==> config.mk <==
export PLATFORM = sky130hd
export DESIGN_NAME = ser_8b10b_tx
export DESIGN_NICKNAME = d
export VERILOG_FILES = /design/src/rtl/ser_8b10b_tx.sv
export SDC_FILE = /design/constraint.sdc
export NUM_CORES = 1
export LEC_CHECK = 0
export ABC_AREA = 1
export ABC_CLOCK_PERIOD_IN_PS = 4700
export BUFFER_PORTS_ARGS = -buffer_cell sky130_fd_sc_hd__buf_2
export CAP_MARGIN = 5
export CORE_UTILIZATION = 40
export CTS_BUF_LIST = sky130_fd_sc_hd__clkbuf_16
export DETAILED_ROUTE_END_ITERATION = 6
export GPL_TIMING_DRIVEN = 1
export MAX_ROUTING_LAYER = met4
export PLACE_DENSITY = 0.65
export SLEW_MARGIN = 10
export SYNTH_ARGS = -nofsm -noshare
export SYNTH_HDL_FRONTEND = slang
export SYNTH_SLANG_ARGS = --single-unit
==> constraint.sdc <==
create_clock -name clk -period 4.7 [get_ports clk]
set_input_delay 0.235 -clock clk [delete_from_list [all_inputs] [get_ports clk]]
set_output_delay 0.235 -clock clk [all_outputs]
set_load 0.05 [all_outputs]
==> src/rtl/ser_8b10b_tx.sv <==
// 8b/10b (IEEE 802.3 Clause 36) encoder and serializer with K28.5 idle fill.
// Define SER_PRBS7_EN to add the prbs_en input and a PRBS7 line test pattern.
module ser_8b10b_tx (
    input  logic       clk,
    input  logic       reset,
    input  logic [7:0] in_8b,
    input  logic       in_k,
    input  logic       in_valid,
`ifdef SER_PRBS7_EN
    input  logic       prbs_en,
`endif
    output logic       in_ready,
    output logic       ser_out,
    output logic       word_start,
    output logic       code_err,
    output logic       rd_out
);

    localparam logic [7:0] K28_5 = 8'hBC;

    logic [7:0] hold_8b;
    logic       hold_k;
    logic       hold_valid;
    logic [9:0] sr;
    logic [3:0] bit_cnt;
    logic       rd;
    logic       prbs_act;
    logic       boundary;

    logic [7:0] chr_8b;
    logic       chr_k;
    logic       chr_bad;
    logic [5:0] c6;
    logic [3:0] c4;
    logic       rd_mid;
    logic       a7;
    logic [9:0] grp;
    logic       grp_rd;

    // Returns {abcdei, rd after sub-block}; table holds the RD- form.
    function automatic logic [6:0] enc_6b(input logic [4:0] x, input logic k28, input logic rd_in);
        logic [5:0] c;
        logic       unbal;
        case (x)
            5'd0:    c = 6'b100111;
            5'd1:    c = 6'b011101;
            5'd2:    c = 6'b101101;
            5'd3:    c = 6'b110001;
            5'd4:    c = 6'b110101;
            5'd5:    c = 6'b101001;
            5'd6:    c = 6'b011001;
            5'd7:    c = 6'b111000;
            5'd8:    c = 6'b111001;
            5'd9:    c = 6'b100101;
            5'd10:   c = 6'b010101;
            5'd11:   c = 6'b110100;
            5'd12:   c = 6'b001101;
            5'd13:   c = 6'b101100;
            5'd14:   c = 6'b011100;
            5'd15:   c = 6'b010111;
            5'd16:   c = 6'b011011;
            5'd17:   c = 6'b100011;
            5'd18:   c = 6'b010011;
            5'd19:   c = 6'b110010;
            5'd20:   c = 6'b001011;
            5'd21:   c = 6'b101010;
            5'd22:   c = 6'b011010;
            5'd23:   c = 6'b111010;
            5'd24:   c = 6'b110011;
            5'd25:   c = 6'b100110;
            5'd26:   c = 6'b010110;
            5'd27:   c = 6'b110110;
            5'd28:   c = 6'b001110;
            5'd29:   c = 6'b101110;
            5'd30:   c = 6'b011110;
            default: c = 6'b101011;
        endcase
        if (k28)
            c = 6'b001111;
        unbal = ($countones(c) != 3);
        // D.7 is balanced but still has distinct RD-/RD+ forms
        if (rd_in && (unbal || (x == 5'd7 && !k28)))
            c = ~c;
        return {c, rd_in ^ unbal};
    endfunction

    // Returns {fghj, rd after sub-block}; table holds the RD- data form.
    function automatic logic [4:0] enc_4b(input logic [2:0] y, input logic k, input logic alt7,
                                          input logic rd_in);
        logic [3:0] c;
        logic       flip;
        logic       unbal;
        case (y)
            3'd0:    c = 4'b1011;
            3'd1:    c = 4'b1001;
            3'd2:    c = 4'b0101;
            3'd3:    c = 4'b1100;
            3'd4:    c = 4'b1101;
            3'd5:    c = 4'b1010;
            3'd6:    c = 4'b0110;
            default: c = alt7 ? 4'b0111 : 4'b1110;
        endcase
        flip  = (y == 3'd0) || (y == 3'd3) || (y == 3'd4) || (y == 3'd7);
        unbal = (y == 3'd0) || (y == 3'd4) || (y == 3'd7);
        // Balanced K sub-blocks alternate with RD so commas stay unique
        if (k && !flip)
            c = rd_in ? c : ~c;
        else if (rd_in && flip)
            c = ~c;
        return {c, rd_in ^ unbal};
    endfunction

    function automatic logic k_legal(input logic [7:0] b);
        logic [4:0] x;
        x = b[4:0];
        return (x == 5'd28) ||
               ((b[7:5] == 3'd7) && (x == 5'd23 || x == 5'd27 || x == 5'd29 || x == 5'd30));
    endfunction

`ifdef SER_PRBS7_EN
    logic [6:0] lfsr;

    always_ff @(posedge clk or posedge reset) begin
        if (reset)
            lfsr <= 7'h7F;
        else
            lfsr <= {lfsr[5:0], lfsr[6] ^ lfsr[5]};
    end

    assign prbs_act = prbs_en;
    assign ser_out  = prbs_en ? lfsr[6] : sr[9];
`else
    assign prbs_act = 1'b0;
    assign ser_out  = sr[9];
`endif

    assign boundary = (bit_cnt == 4'd9);
    assign in_ready = !hold_valid && !prbs_act;
    assign rd_out   = rd;

    always_comb begin
        chr_8b = K28_5;
        chr_k  = 1'b1;
        if (hold_valid && !prbs_act) begin
            chr_8b = hold_8b;
            chr_k  = hold_k;
        end
        chr_bad = chr_k && !k_legal(chr_8b);
        if (chr_bad)
            chr_8b = K28_5;
        {c6, rd_mid} = enc_6b(chr_8b[4:0], chr_k && (chr_8b[4:0] == 5'd28), rd);
        a7 = chr_k || ((chr_8b[7:5] == 3'd7) &&
             (rd_mid ? (chr_8b[4:0] == 5'd11 || chr_8b[4:0] == 5'd13 || chr_8b[4:0] == 5'd14)
                     : (chr_8b[4:0] == 5'd17 || chr_8b[4:0] == 5'd18 || chr_8b[4:0] == 5'd20)));
        {c4, grp_rd} = enc_4b(chr_8b[7:5], chr_k, a7, rd_mid);
        grp = {c6, c4};
    end

    always_ff @(posedge clk or posedge reset) begin
        if (reset) begin
            hold_8b    <= 8'h00;
            hold_k     <= 1'b0;
            hold_valid <= 1'b0;
        end else if (boundary && hold_valid && !prbs_act) begin
            hold_valid <= 1'b0;
        end else if (in_valid && in_ready) begin
            hold_8b    <= in_8b;
            hold_k     <= in_k;
            hold_valid <= 1'b1;
        end
    end

    always_ff @(posedge clk or posedge reset) begin
        if (reset) begin
            sr         <= 10'b0;
            bit_cnt    <= 4'd9;
            rd         <= 1'b0;
            word_start <= 1'b0;
            code_err   <= 1'b0;
        end else if (boundary) begin
            sr         <= grp;
            bit_cnt    <= 4'd0;
            rd         <= prbs_act ? rd : grp_rd;
            word_start <= 1'b1;
            code_err   <= chr_bad;
        end else begin
            sr         <= {sr[8:0], 1'b0};
            bit_cnt    <= bit_cnt + 4'd1;
            word_start <= 1'b0;
            code_err   <= 1'b0;
        end
    end

endmodule
* Word-level counts from Yosys, hierarchy flattened
Memory sizes are Yosys's and may differ from the RTL's.
Cells that the tools add are included.
** Storage, ports and cells
- Register bits after elaboration :: 27
- Bits in read-only memories :: 192
- Memories kept :: 1
** Memory list
- (name not given) :: words 32, width 6, rd ports 1, clocked after Yosys merged registers in 0, write ports 0, RTL line 44 : case (x)
** Cells by class
- Add/subtract/negate cells :: 6
- Equality and inequality tests :: 23
- Mux-type cells :: 17
- Bitwise gates (word level) :: 5
- Reductions and logical operators :: 32
** Operators by type and width (count)
- $eq 5x5->1 const B :: 9
- $pmux 4 s7 :: 1
- $mux 4 :: 5
- $mux 8 :: 2
- $eq 3x3->1 const B :: 5
- $eq 5x4->1 const B :: 3
- $logic_or 1x1->1 :: 15
- $mux 6 :: 2
- $logic_and 1x1->1 :: 10
- $mux 10 :: 1
- $add 1x1->2 :: 3
- $eq 3x2->1 const B :: 2
- $mux 1 :: 6
- $not 6->6 :: 1
- $eq 5x3->1 const B :: 1
- $add 3x2->4 :: 1
- $add 4x1->4 const B :: 1
- $eq 4x4->1 const B :: 1
- $logic_not 1->1 :: 4
- $ne 4x2->1 const B :: 1
- $not 4->4 :: 1
- $add 2x2->3 :: 1
- $eq 3x1->1 const B :: 1
- $logic_not 3->1 :: 1
- other kinds (4) :: 5

* Depth between registers and ports, before layout
Gate-level depths: netlist of run 1.
- Depth after elaboration :: 27
- Gate-level depth with buffers :: 37
- Mapped depth without buffers :: 35

* Worst setup path before layout of run 1
No wires, ideal clock.
- Path kind :: register -> register
- Start :: register hold_valid
- End :: register sr[2]
- Library setup time :: 0.079 ns
- Data arrival time :: 4.804 ns
- Path slack :: -0.183 ns
- Stages on the path, launching flop included :: 33
- Buffers on the path :: 2
- Period minus slack after synthesis :: 4.883 ns
- Path through :: dfrtp_1 -> buf_6 -> inv_6 -> or2_1 -> nand2_1 -> nor2_1 -> nand2_1 -> nand2_2 -> buf_8 -> inv_2 -> nor2_4 -> inv_2 -> ha_1 -> nand4_1 -> o21ai_0 -> o21ai_1 -> nand2_1 -> inv_1 -> fa_1 -> inv_1 -> fa_1 -> ha_1 -> inv_1 -> fa_1 -> nor2_1 -> nor2_1 -> inv_1 -> nand2_1 -> inv_1 -> o21ai_0 -> inv_1 -> xor2_1 -> o21ai_1
** On the way
- Longest elaborated chain between the ends :: 22
- Elaborated cells between the ends (all ways) :: 47
- Those cells by class :: add/sub: 5; eq/ne: 15; mux: 9; bitwise: 2; reduce/logical: 15; memory: 1
** RTL lines
- from (decl) :: RTL line 23 : logic hold_valid;
- from (signal assigned) :: RTL line 163 : hold_valid <= 1'b0;
- from (signal assigned) :: RTL line 165 : hold_valid <= 1'b0;
- from (signal assigned) :: RTL line 169 : hold_valid <= 1'b1;
- parallel branches: the longest is 20 deep, another holds $mem_v2 32x6
- $mux 4 * :: RTL line 106 : if (k && !flip)
- $mux 10 * :: RTL line 180 : end else if (boundary) begin
- to (signal assigned) :: RTL line 181 : sr <= grp;
- to (signal assigned) :: RTL line 187 : sr <= {sr[8:0], 1'b0};
- to (decl) :: RTL line 24 : logic [9:0] sr;
Mark *: on every way between the ends.
A chain may end at the register's enable or synchronous reset.

* Final worst setup path of run 1
- Start :: register hold_valid
- End :: register sr[0]
** On the way
- Longest elaborated chain between the ends :: 27
- Elaborated cells between the ends (all ways) :: 61
- Those cells by class :: add/sub: 5; eq/ne: 21; mux: 11; bitwise: 2; reduce/logical: 21; memory: 1
** RTL lines (RTL line)
- parallel branches: the longest is 25 deep, another holds $mem_v2 32x6
- $mux 4 * :: 106
- $mux 10 * :: 180
Marks and branches as above.

==> results, run 1 <==
- The run finished, with violations left.
- The checks that failed: setup timing.
- The required time of the critical path is 4900 ps.
- The routed design has 7310 um of wire.
- The number of fill cells in the layout is 426.
- The die covers about 5600 um2.
- The largest area contributor in the netlist is dfrtp_1.
- Headroom to the max-slew limit came out at 31.8%.
- In the synthesized netlist the async set-or-reset flop fraction comes to 100%.
- In this run the horizontal extent of the chip is 75.0 um.
- The cell count of the worst reg-to-reg path is 42.
- The number of detailed-route iterations in the first pass is 5.
- The aggregate global routing overflow is 0.
- The residual DRC count is 0.
- By count the netlist is led by nand2_1 (77), inv_1 (34), dfrtp_1 (25).
- The cell that appears most often on the critical path is buf_4.
- The highest attainable clock frequency is slightly above 200 MHz.
- The setup TNS is -1420 ps.
- The slack of the worst reg-to-reg path is -260 ps.
- The xor and xnor fraction of the mapped netlist area is 1.64%.
- The most used flip-flop cell after synthesis is dfrtp_1.
- The mean number of vias per cell is 5.20.
- The sink count of the clock tree is 27.
- The main combinational cell family by area after synthesis is simple AND/OR/NAND/NOR gates.
- The synthesized design devotes to its leading area cell type 29.4% of total area.
- After routing the design area is about 3300 um2.
- The post-CTS clock slew at the launch and capture registers of the worst setup and hold paths is 70 ps.
- At the end of the flow, the number of nets in the layout was between 400 and 500.
- The final antenna diode count is 0.
- The reg-to-reg critical path endpoint is sr[0].
- After synthesis, the cell types taking the most area are dfrtp_1 (29%), nand2_1 (14%), ha_1 (7.6%).
- The area of the core is 5110 um2.
- The number of distinct library cells after synthesis is 40.
- The clock root buffer is clkbuf_16.
- The worst-case clock skew is approximately 6.4 ps.
- The category of the most critical setup path is register to register.
- Relative to the synthesized area, the layout overhead comes to 53.1%.
- The synthesis warning total is 0.
- From bottom edge to top edge, the die measures 75.0 um.
- The synthesized design contains 27 register bits.
- The net count after synthesis is 304.
- The arrival time of data at the critical path endpoint is slightly above 5000 ps.
- The actual slew at the worst max-slew pin is slightly above 1000 ps.
- The number of levels in the clock H-tree is 1.
- The detailed placer's ending HPWL is between 3000 and 4000 um.
- Together, buffers and inverters on the worst path number 25.
- The cell type of the slowest stage on the worst timing path is dfrtp_1.
- The remaining number of nets flagged by the antenna check after routing is 0.
- The number of global-route vias before repair is 2375.
- The final max-slew violation count is 0.
- The fraction of synthesized area in multiplexers is 3.70%.
- The post-synthesis simple-gate area fraction is between 30% and 40%.
- The number of antenna violations at the first check in global routing is 0.
- The TritonCTS clock tree is built.
- The iteration-0 DRC count of the detailed router is 137.
- The peak fanout along the critical path is 6.
- The worst setup path is launched from a register.
- After technology mapping, the gate count stands at 276.
- Entering global routing, the biggest net connects 28 pins.
- The most frequent cell after synthesis is nand2_1.
- The synthesized netlist devotes under 10% of its cell area to compound gates.
- Counting flops with a built-in enable in the synthesized netlist gives 0.
- The share of synthesized cell area in full adder, half adder and majority cells is between 10% and 20%.
- The number of hold-slack violations in the final timing report is 0.
- After layout, the worst setup slack is -261 ps.
- The max-capacitance violation count is 0.
- The later-pin clock latency in the skew report is roughly 270 ps.
- The wire length of the first global-routing pass is roughly 11000 um.
- The floorplan has 26 rows.
- The kind of cell with the highest combined delay along the critical path is buffers and inverters.
- The average routed wire per standard cell is 16.0 um.
- The mapped netlist covers 2130 um2.
- The largest stage delay on the critical path is 370 ps.
- The number of buffers added on ports is 16.
- Counting I/O delays and the setup requirement, the final critical path takes 4960 ps.
- In this run the mean area of a mapped cell was between 7 and 8 um2.
- The total routing usage reported by global routing is around 29%.
- The congestion estimate from routability-driven global placement came to 0.880.
- No sink is reached through more buffers than the 2 on the longest clock path.
- The fraction of layout instances using a drive strength above 1 is between 40 and 50%.
- The number of setup violations in the final report is 11.
- The min-delay analysis places its worst path in the category primary input to asynchronous set/reset pin.
- The part of the Yosys area used for sequential elements is roughly a third.
- For this configuration, the core starts out at a cell density of 41.7%.
- The placement-stage cell area is around 2400 um2.
- The CTS buffer count is 3.
- Of the available clock period, the critical path in the final layout requires 106%.
- The total via count in the routed design is roughly 2.4k.
- The startpoint identified for the worst register-to-register timing path is hold_valid.
- The nature of the critical path endpoint is a register.
- The boundary pin count is 17.
- Setup repair after global routing could not meet its margin everywhere.
==> routing by layer <==
layer  vias to the layer above  part of all wire (%)  wire length [um]  track usage [%]
met2                       123                    50              3620             49.2
met1                      1090                    37              2740             28.3
met3                        60                   5.1               375             6.56
met5                         -                     0                 0                -
met4                         0                   7.9               574             24.1
li1                       1096                     -                 -                -
==> worst reg2reg max path, delay by kind of cell, from the launching register on <==
family / cells / cell delay, ps
AND/OR/NAND/NOR: 16 / 1340
buffers and inverters: 25 / 3000
flip-flops: 1 / 370
adder cells (fa/ha/maj): 1 / 140
==> state kept, by name, indices dropped and copies added, names as in the netlist <==
signal,flops
sr,10
hold_8b,8
bit_cnt,4
code_err,1
hold_k,1
hold_valid,1
rd_out,1
word_start,1
==> stage by stage <==
step	setup WS [ps]	instances	utilization, %	hold WS, ps
2_1_floorplan	6.19	276	-	286
5_1_grt	-406	456	63.9	197
3_3_place_gp	-172	371	47.3	448
3_5_place_dp	-261	371	47.3	447
6_report	-261	456	63.9	198
4_1_cts	2.30	450	61.1	194
==> cell type report <==
| class | count | area [um2] | area share [%] |
|---|---|---|---|
| multi-input combinational | 202 | 1410 | 43.2 |
| timing repair buffer | 111 | 825 | 25.3 |
| sequential | 27 | 678 | 20.8 |
| inverter | 42 | 181 | 5.56 |
| tap | 70 | 87.6 | 2.68 |
| clock buffer | 3 | 75.1 | 2.30 |
| clock inverter | 1 | 7.51 | 0.230 |
==> worst max path at each step <==
stage,start,end,depth (start not counted)
floorplan,hold_valid,sr[2],33
global placement,hold_valid,sr[2],32
detailed placement,hold_valid,sr[2],32
CTS,hold_valid,sr[2],33
global route,hold_valid,sr[0],43
finish,hold_valid,sr[0],42
==> cell usage in the layout (no fill, tap or decap), types with 4 or more instances in the layout <==
cell,synthesis,layout
nand2_1,77,64
o21ai_1,4,4
buf_6,1,5
nand3_2,4,8
ha_1,13,9
a21oi_1,7,7
buf_2,1,16
mux2_2,7,7
dfrtp_1,25,25
nand2_2,3,14
inv_1,34,29
nor2_2,3,5
o21ai_0,7,4
nor2_1,18,16
xor2_1,4,4
nor2_4,4,4
inv_2,5,7
nand2_4,4,6
buf_4,0,89
nand3_1,23,18
==> logic make-up (layout without fill, tap and decap cells) <==
kind of cell / count (synthesis) / count (layout)
AO/OA/AOI/OAI: 30 / 30
AND/OR/NAND/NOR: 145 / 145
XOR/XNOR: 4 / 4
adder cells (fa/ha/maj): 16 / 16
buffers and inverters: 47 / 157
flip-flops: 27 / 27
multiplexers: 7 / 7
==> what timing repair did <==
item | 4_1_cts | 5_1_grt
buffers inserted | 76 | 12
pin swaps | 22 | 24
gates resized for setup | 17 | 28
endpoints found under the setup margin | 5 | 11
hold buffers | 0 | 0
Power of run 1 is left out: the tool's default activity adds up to more than one toggle a clock period on the data nets, which glitch-free logic cannot reach.
==> run 2: changes to the inputs <==
--- a/config.mk
+++ b/config.mk
@@ -10,7 +10,7 @@
 export BUFFER_PORTS_ARGS = -buffer_cell sky130_fd_sc_hd__buf_2
 export CAP_MARGIN = 5
 export CORE_UTILIZATION = 40
-export CTS_BUF_LIST = sky130_fd_sc_hd__clkbuf_16
+export CTS_BUF_LIST = sky130_fd_sc_hd__clkbuf_2
 export DETAILED_ROUTE_END_ITERATION = 6
 export GPL_TIMING_DRIVEN = 1
 export MAX_ROUTING_LAYER = met4
==> results, run 2 (synthesis gave the netlist of run 1 again) <==
- The boundary pin count is 17 (unchanged).
- The layout overhead on the synthesized area is 40.8%.
- The number of hold-slack violations in the final timing report is 0 (unchanged).
- The relative slew slack is 30.6% (-1.2 points).
- The area of the core is 5110 um2 (unchanged).
- The required time of the critical path is 5050 ps (+150 ps).
- The flip-flop count of the largest register after layout is 10 (unchanged).
- The residual DRC count came to 0 (unchanged).
- The flow ran to the end, but the final reports show violations.
- The end-of-flow core utilization is 58.7% (-5.1 points).
- The number of setup violations in the final report was 10 (-1).
- The die boundary height was 75.0 um (unchanged).
- The met1 usage in global routing is 24.4% (-3.9 points).
- The post-CTS clock slew at the launch and capture registers of the worst setup and hold paths is 280 ps (+210 ps).
- The number of levels in the clock H-tree is 1 (unchanged).
- The mean number of vias per cell is 4.92 (-5.4%).
- The TritonCTS clock tree is built.
- The number of global-route vias before repair is 2045 (-14%).
- Setup repair after global routing could not meet its margin everywhere.
- The number of antenna violations at the first check in global routing is 0 (unchanged).
- The largest stage delay on the critical path is 430 ps (+60 ps).
- The least setup slack across all paths after layout is -171 ps (+89.3 ps).
- The register name with the most flops is sr.
- The number of cell rows is 26 (unchanged).
- The met2 demand-to-capacity share in global routing is 38.7% (-11 points).
- The placement-stage cell area is 2410 um2 (unchanged).
- The placer congestion estimate is 0.880 (unchanged).
- The logic depth of the worst setup path including buffers is 40 (-4.8%).
- The leading cell type in the layout, fill and taps excluded is buf_4.
- The worst-case clock skew is 22.1 ps (+15.7 ps).
- The cell family with the largest share of critical-path delay is buffers and inverters.
- The number of nets at the end of the flow was 393 (-5.3%).
- The largest net degree at the start of global routing is 28 (unchanged).
- The final clock period utilization by the worst path is 104% (-1.9 points).
- The total placed cells including tap cells is 371 (unchanged).
- The tightest hold margin came to 43.0 ps (-155 ps).
- The aggregate global routing overflow is 0 (unchanged).
- The category of the most critical setup path is register to register.
- The highest attainable clock frequency was 205 MHz (+1.8%).
- The later-pin clock latency in the skew report is 380 ps (+110 ps).
- The largest registers in the layout are sr x10, hold_8b x8, bit_cnt x4.
- The final instance area is 3000 um2 (-8.1%).
- The CTS buffer count is 3 (unchanged).
- The final antenna diode count is 0 (unchanged).
- The most common cell type on the critical path is buf_4.
- The iteration-0 DRC count of the detailed router is 109 (-20%).
- In this run the most used layer during global routing was met2.
- The average routed wire per standard cell is 13.5 um (-16%).
- In this run the worst hold path is classified as primary input to asynchronous set/reset pin.
- The floorplan die area is 5620 um2 (unchanged).
- The number of detailed-route iterations in the first pass is 4 (-1).
- The cell type of the slowest stage on the worst timing path is dfrtp_1.
- The max-capacitance violation count is 0 (unchanged).
- The final max-slew violation count was 0 (unchanged).
- The wire length reported by the detailed router is 5860 um (-20%).
- The actual slew at the worst max-slew pin is 1040 ps (+18.0 ps).
- The total buffers and inverters traversed by the critical path was 26 (+4.0%).
- The sink count of the clock tree came to 27 (unchanged).
- The number of buffers added on ports is 16 (unchanged).
- The total via count in the routed design came to 2134 (-9.9%).
- The total routing usage reported by global routing is 22.3% (-6.8 points).
- The nature of the critical path endpoint is a register.
- The final reports fail on setup timing.
- The worst setup path is launched from a register.
- The cell count of the worst reg-to-reg path is 40 (-4.8%).
- The wire length of the first global-routing pass is 9060 um (-20%).
- The effective utilization at floorplan is 41.7% (unchanged).
- Clock tree synthesis selected as its root buffer the cell clkbuf_2.
- The post-layout instance count excluding filler cells is 434 (-4.8%).
- The top cell types in the final layout, fill and taps aside, are buf_4 (67), nand2_1 (65), inv_1 (28).
- The die extent in x is 75.0 um (unchanged).
- The final critical path time including I/O delays and setup came to 4870 ps (-89.3 ps).
- The global-route track usage on met3 was 4.82% (-1.7 points).
- The arrival time of data at the critical path endpoint came to 5220 ps (+60 ps).
- The buffer levels on the longest clock path is 2 (unchanged).
- The detailed placer's ending HPWL came to 3430 um (unchanged).
- The fraction of layout instances using a drive strength above 1 is 45.1% (-4.2 points).
- The peak fanout along the critical path is 6 (unchanged).
- The remaining number of nets flagged by the antenna check after routing is 0 (unchanged).
-- run 2: changes by cell type in the layout (fill, tap and decap cells not counted), moves of 2 or more --
| cell | before | now |
|---|---|---|
| clkbuf_16 | 3 | 0 |
| inv_4 | 2 | 4 |
| clkbuf_2 | 0 | 3 |
| buf_4 | 89 | 67 |
| nand3_1 | 18 | 20 |
| nand3_2 | 8 | 6 |
-- run 2: stage by stage --
step           TNS (ps)  setup slack (ps)
6_report           -928              -171
5_1_grt           -3630              -386
4_1_cts           -45.1             -30.2
3_5_place_dp       -692              -261
3_3_place_gp       -384              -172
2_1_floorplan         0              6.19
-- run 2: final cells by class --
type | count | area [um2]
Clock inverter | 1 | 7.51
Fill cell | 455 | 2110
Multi-Input combinational cell | 202 | 1370
Clock buffer | 3 | 15.0
Sequential cell | 27 | 678
Tap cell | 70 | 87.6
Inverter | 42 | 181
Timing Repair Buffer | 89 | 659
-- run 2: routing by layer --
metal / routed length [um] / share of wire (%)
met5: 0 / 0
met4: 314 / 5.4
met3: 279 / 4.8
met2: 2920 / 50
met1: 2350 / 40
-- run 2: what timing repair did --
| action | in CTS | in global routing |
|---|---|---|
| resized for setup | 12 | 27 |
| endpoints found under the setup margin | 6 | 11 |
| hold buffers | 0 | 0 |
| setup buffers | 55 | 7 |
| endpoints found under the hold margin | 0 | 0 |
| pin swaps | 20 | 34 |
-- run 2: final timing paths --
| path | startpoint | end | slack [ps] |
|---|---|---|---|
| max in group asynchronous | reset | hold_8b[2] | 4020 |
| worst min register to register | sr[0] | sr[1] | 480 |
| worst min-delay path | reset | word_start | 40 |
| worst max-delay path | hold_valid | sr[4] | -170 |
| worst max register to register | hold_valid | sr[4] | -170 |
| min in group clk | in_8b[0] | hold_8b[0] | 80 |
Power of run 2 is left out for the same reason.
==> run 3: changes to the inputs <==
--- a/config.mk
+++ b/config.mk
@@ -5,7 +5,7 @@
 export SDC_FILE = /design/constraint.sdc
 export NUM_CORES = 1
 export LEC_CHECK = 0
-export ABC_AREA = 1
+export ABC_AREA = 0
 export ABC_CLOCK_PERIOD_IN_PS = 4700
 export BUFFER_PORTS_ARGS = -buffer_cell sky130_fd_sc_hd__buf_2
 export CAP_MARGIN = 5
==> results, run 3 <==
- The flow ran to the end, but the final reports show violations.
- The checks that failed: setup timing.
- The largest total area in the synthesized netlist belongs to dfrtp_1.
- The setup TNS is -2410 ps (-1480 ps).
- The aggregate global routing overflow is 0 (unchanged).
- The remaining number of nets flagged by the antenna check after routing is 0 (unchanged).
- The minimum setup slack after placement was -396 ps (-136 ps).
- The CTS buffer count is 3 (unchanged).
- The wire length of the first global-routing pass was 10200 um (+13%).
- The worst-case clock skew is 28.3 ps (+6.24 ps).
- The average instance area after synthesis is 8.71 um2 (+13%).
- The final critical path time including I/O delays and setup came to 5040 ps (+165 ps).
- The total standard cell area after synthesis is 2260 um2 (+5.9%).
- The most common cell type on the critical path is fa_1.
- The total routing usage reported by global routing is 22.0% (-0.23 points).
- STA classifies the critical path endpoint as a register.
- The number of levels in the clock H-tree is 1 (unchanged).
- The average routed wire per standard cell came to 15.3 um (+13%).
- The net count after synthesis is 287 (-5.6%).
- By area the synthesized netlist is led by dfrtp_1 (28%), ha_1 (7.2%), o21ai_0 (4.7%).
- The buffer levels on the longest clock path is 2 (unchanged).
- The leading cell type in the layout, fill and taps excluded is buf_4.
- On the critical path, the stage with the largest delay is an instance of dfrtp_2.
- The number of detailed-route iterations in the first pass was 4 (unchanged).
- The mean number of vias per cell is 5.41 (+10%).
- The peak fanout along the critical path was 5 (-1).
- The largest registers in the layout are sr x10, hold_8b x8, bit_cnt x4.
- The number of enable flip-flop cells after synthesis is 0 (unchanged).
- The number of buffers added on ports is 16 (unchanged).
- The gate count after technology mapping came to 259 (-6.2%).
- The number of global-route vias before repair came to 2109 (+3.1%).
- The post-CTS clock slew at the launch and capture registers of the worst setup and hold paths is 270 ps (about the same).
- The tightest hold margin is 36.1 ps (-6.90 ps).
- The final max-slew violation count came to 0 (unchanged).
- The placer congestion estimate came to 0.940 (+6.8%).
- The worst hold-check path type is primary input to asynchronous set/reset pin.
- The fraction of registers with async set or reset after synthesis is 100% (unchanged).
- The fraction of layout instances using a drive strength above 1 was 42.3% (-2.7 points).
- The met2 demand-to-capacity share in global routing is 36.4% (-2.3 points).
- The dominant register cell in the synthesized netlist is dfrtp_1.
- The global routing stage identified its most utilized layer as met2.
- The max-capacitance violation count is 0 (unchanged).
- The number of storage elements in the synthesis netlist is 27 (unchanged).
- The largest stage delay on the critical path is 500 ps (+70 ps).
- The number of setup violations in the final report is 10 (unchanged).
- The synthesis warning total is 0 (unchanged).
- The area share of the largest cell type after synthesis is 27.7% (-1.6 points).
- The detailed placer's ending HPWL is 4600 um (+34%).
- The global-route track usage on met3 is 2.86% (-2.0 points).
- The actual slew at the worst max-slew pin is 1010 ps (-29.0 ps).
- The wire length reported by the detailed router is 6150 um (+4.8%).
- The largest net degree at the start of global routing came to 28 (unchanged).
- The final clock period utilization by the worst path is 107% (+3.5 points).
- The number of hold buffers added after CTS came to 0 (unchanged).
- The register with the most flip-flops in the final layout is sr.
- The effective utilization at floorplan came to 42.8% (+1.1 points).
- The floorplan die area was 5940 um2 (+5.7%).
- The flip-flop count of the largest register after layout came to 10 (unchanged).
- The number of fill cells in the layout is 477 (+4.8%).
- The signal on the critical path passes through and3_4, a22o_4, nor2_4, and3_4, buf_4, ha_4, o21ai_2, and4_1, a221o_1, o21bai_2, fa_1, inv_1, fa_1, ha_2, inv_2, fa_1, nand3b_1, xor2_2, mux2i_2, buf_4, xor2_1, o21ai_1.
- The number of antenna violations at the first check in global routing is 0 (unchanged).
- The number of hold-slack violations in the final timing report is 0 (unchanged).
- The die extent in x was 77.1 um (+2.8%).
- The post-layout instance count excluding filler cells was 403 (-7.1%).
- The part of the Yosys area used for sequential elements was 30.1% (-1.8 points).
- The required time of the critical path is 5000 ps (-50 ps).
- The boundary pin count is 17 (unchanged).
- The iteration-0 DRC count of the detailed router is 127 (+17%).
- The worst setup path is of the register to register kind.
- The highest attainable clock frequency was 199 MHz (-3.3%).
- Compared with the post-synthesis result, the final layout area differs by 36.9%.
- The later-pin clock latency in the skew report was 370 ps (about the same).
- The type of origin of the critical path is a register.
- By count the netlist is led by nand2_1 (26), dfrtp_1 (25), o21ai_0 (21).
- Setup repair after global routing could not meet its margin everywhere.
- The relative slew slack came to 32.6% (+1.9 points).
- The met1 usage in global routing was 29.3% (+4.9 points).
- The clock root buffer is clkbuf_2.
- The total placed cells including tap cells was 384 (+3.5%).
- The number of nets at the end of the flow is 362 (-7.9%).
- TritonCTS built the clock tree.
- The sequential cell area is 681 um2 (+0.37%).
- The residual DRC count is 0 (unchanged).
- The library cells used most frequently in the layout, excluding fill and tap cells, are buf_4 (63), nand2_1 (23), dfrtp_1 (23).
- The number of cell rows is 26 (unchanged).
- The area used by multi-input combinational logic is 1640 um2 (+20%).
- By instance count, the leading cell after synthesis is nand2_1.
- The final antenna diode count is 0 (unchanged).
- The sink count of the clock tree is 27 (unchanged).
- The total via count in the routed design came to 2182 (+2.2%).
- The number of distinct library cells after synthesis is 62 (+55%).
- The area of the core came to 5270 um2 (+3.2%).
- The die boundary height was 77.1 um (+2.8%).
- The least setup slack across all paths after layout came to -336 ps (-165 ps).
- The arrival time of data at the critical path endpoint is 5340 ps (+120 ps).
==> run 3: cell types whose count changed in the layout (fill, tap and decap cells not counted), sizes merged, moves of 4 or more <==
cell    previous run  this run
nand2             84        26
nor2              25        12
xnor2              0         5
nor2b              0        11
nand2b             0         6
mux2i              0         6
and3               0         4
a22oi              0         4
buf               89        83
nand3             27        15
inv               40        15
o21ai             12        22
==> run 3: cell families after synthesis <==
logic type	count (synthesis)	share of synthesized area, %
AOI/OAI and AO/OA	72	23.2
xor gates and xnor gates	8	3.11
adders and majority gates	16	9.87
buffers and inverters	29	5.44
DFF	27	30.1
muxes	13	6.16
and+or+nand+nor	94	22.2
==> run 3: per-stage QoR <==
step	cell area, um2	util [%]
after floorplan	2360	-
after global placement	2850	54.0
after detailed placement	2850	54.0
after CTS	2990	56.7
after global routing	3090	58.6
final	3090	58.6
==> run 3: cell type report <==
type	count	area share, %
repair buffers	83	19.4
multi-input cells	203	53.1
inverters	16	2.03
well taps	70	2.84
flip-flops and latches	27	22.0
clock buffers	4	0.648
==> run 3: layer usage <==
layer,up-vias,wire length (um)
met5,-,0
met4,0,76
met3,9,169
met2,47,3050
met1,1042,2850
li1,1084,-
==> run 3: final timing paths <==
kind	start	endpoint	slack, ps	cells past startpoint
setup / recovery	hold_8b[0]	sr[2]	-340	22
hold / removal	reset	sr[4]	40	2
setup reg to reg	hold_8b[0]	sr[2]	-340	22
hold reg to reg	sr[0]	sr[1]	500	2
max in group asynchronous	reset	hold_8b[0]	3960	2
min in group clk	in_8b[7]	hold_8b[7]	60	3
==> run 3: worst max-delay path: cells and delay by family, from the launching register on <==
family / cells / cell delay, ps
fa+ha+maj: 5 / 1550
simple gates: 5 / 1020
compound gates: 5 / 790
flops: 1 / 500
xor+xnor: 2 / 420
buf+inv: 4 / 410
mux: 1 / 290
==> run 3: repair_timing <==
item                       in CTS  in global routing
setup endpoints to repair      10                 11
setup buffers                  11                  4
pin swaps                      19                 21
gates cloned                    0                  0
resized for setup               9                 17
Power of run 3 is left out for the same reason.
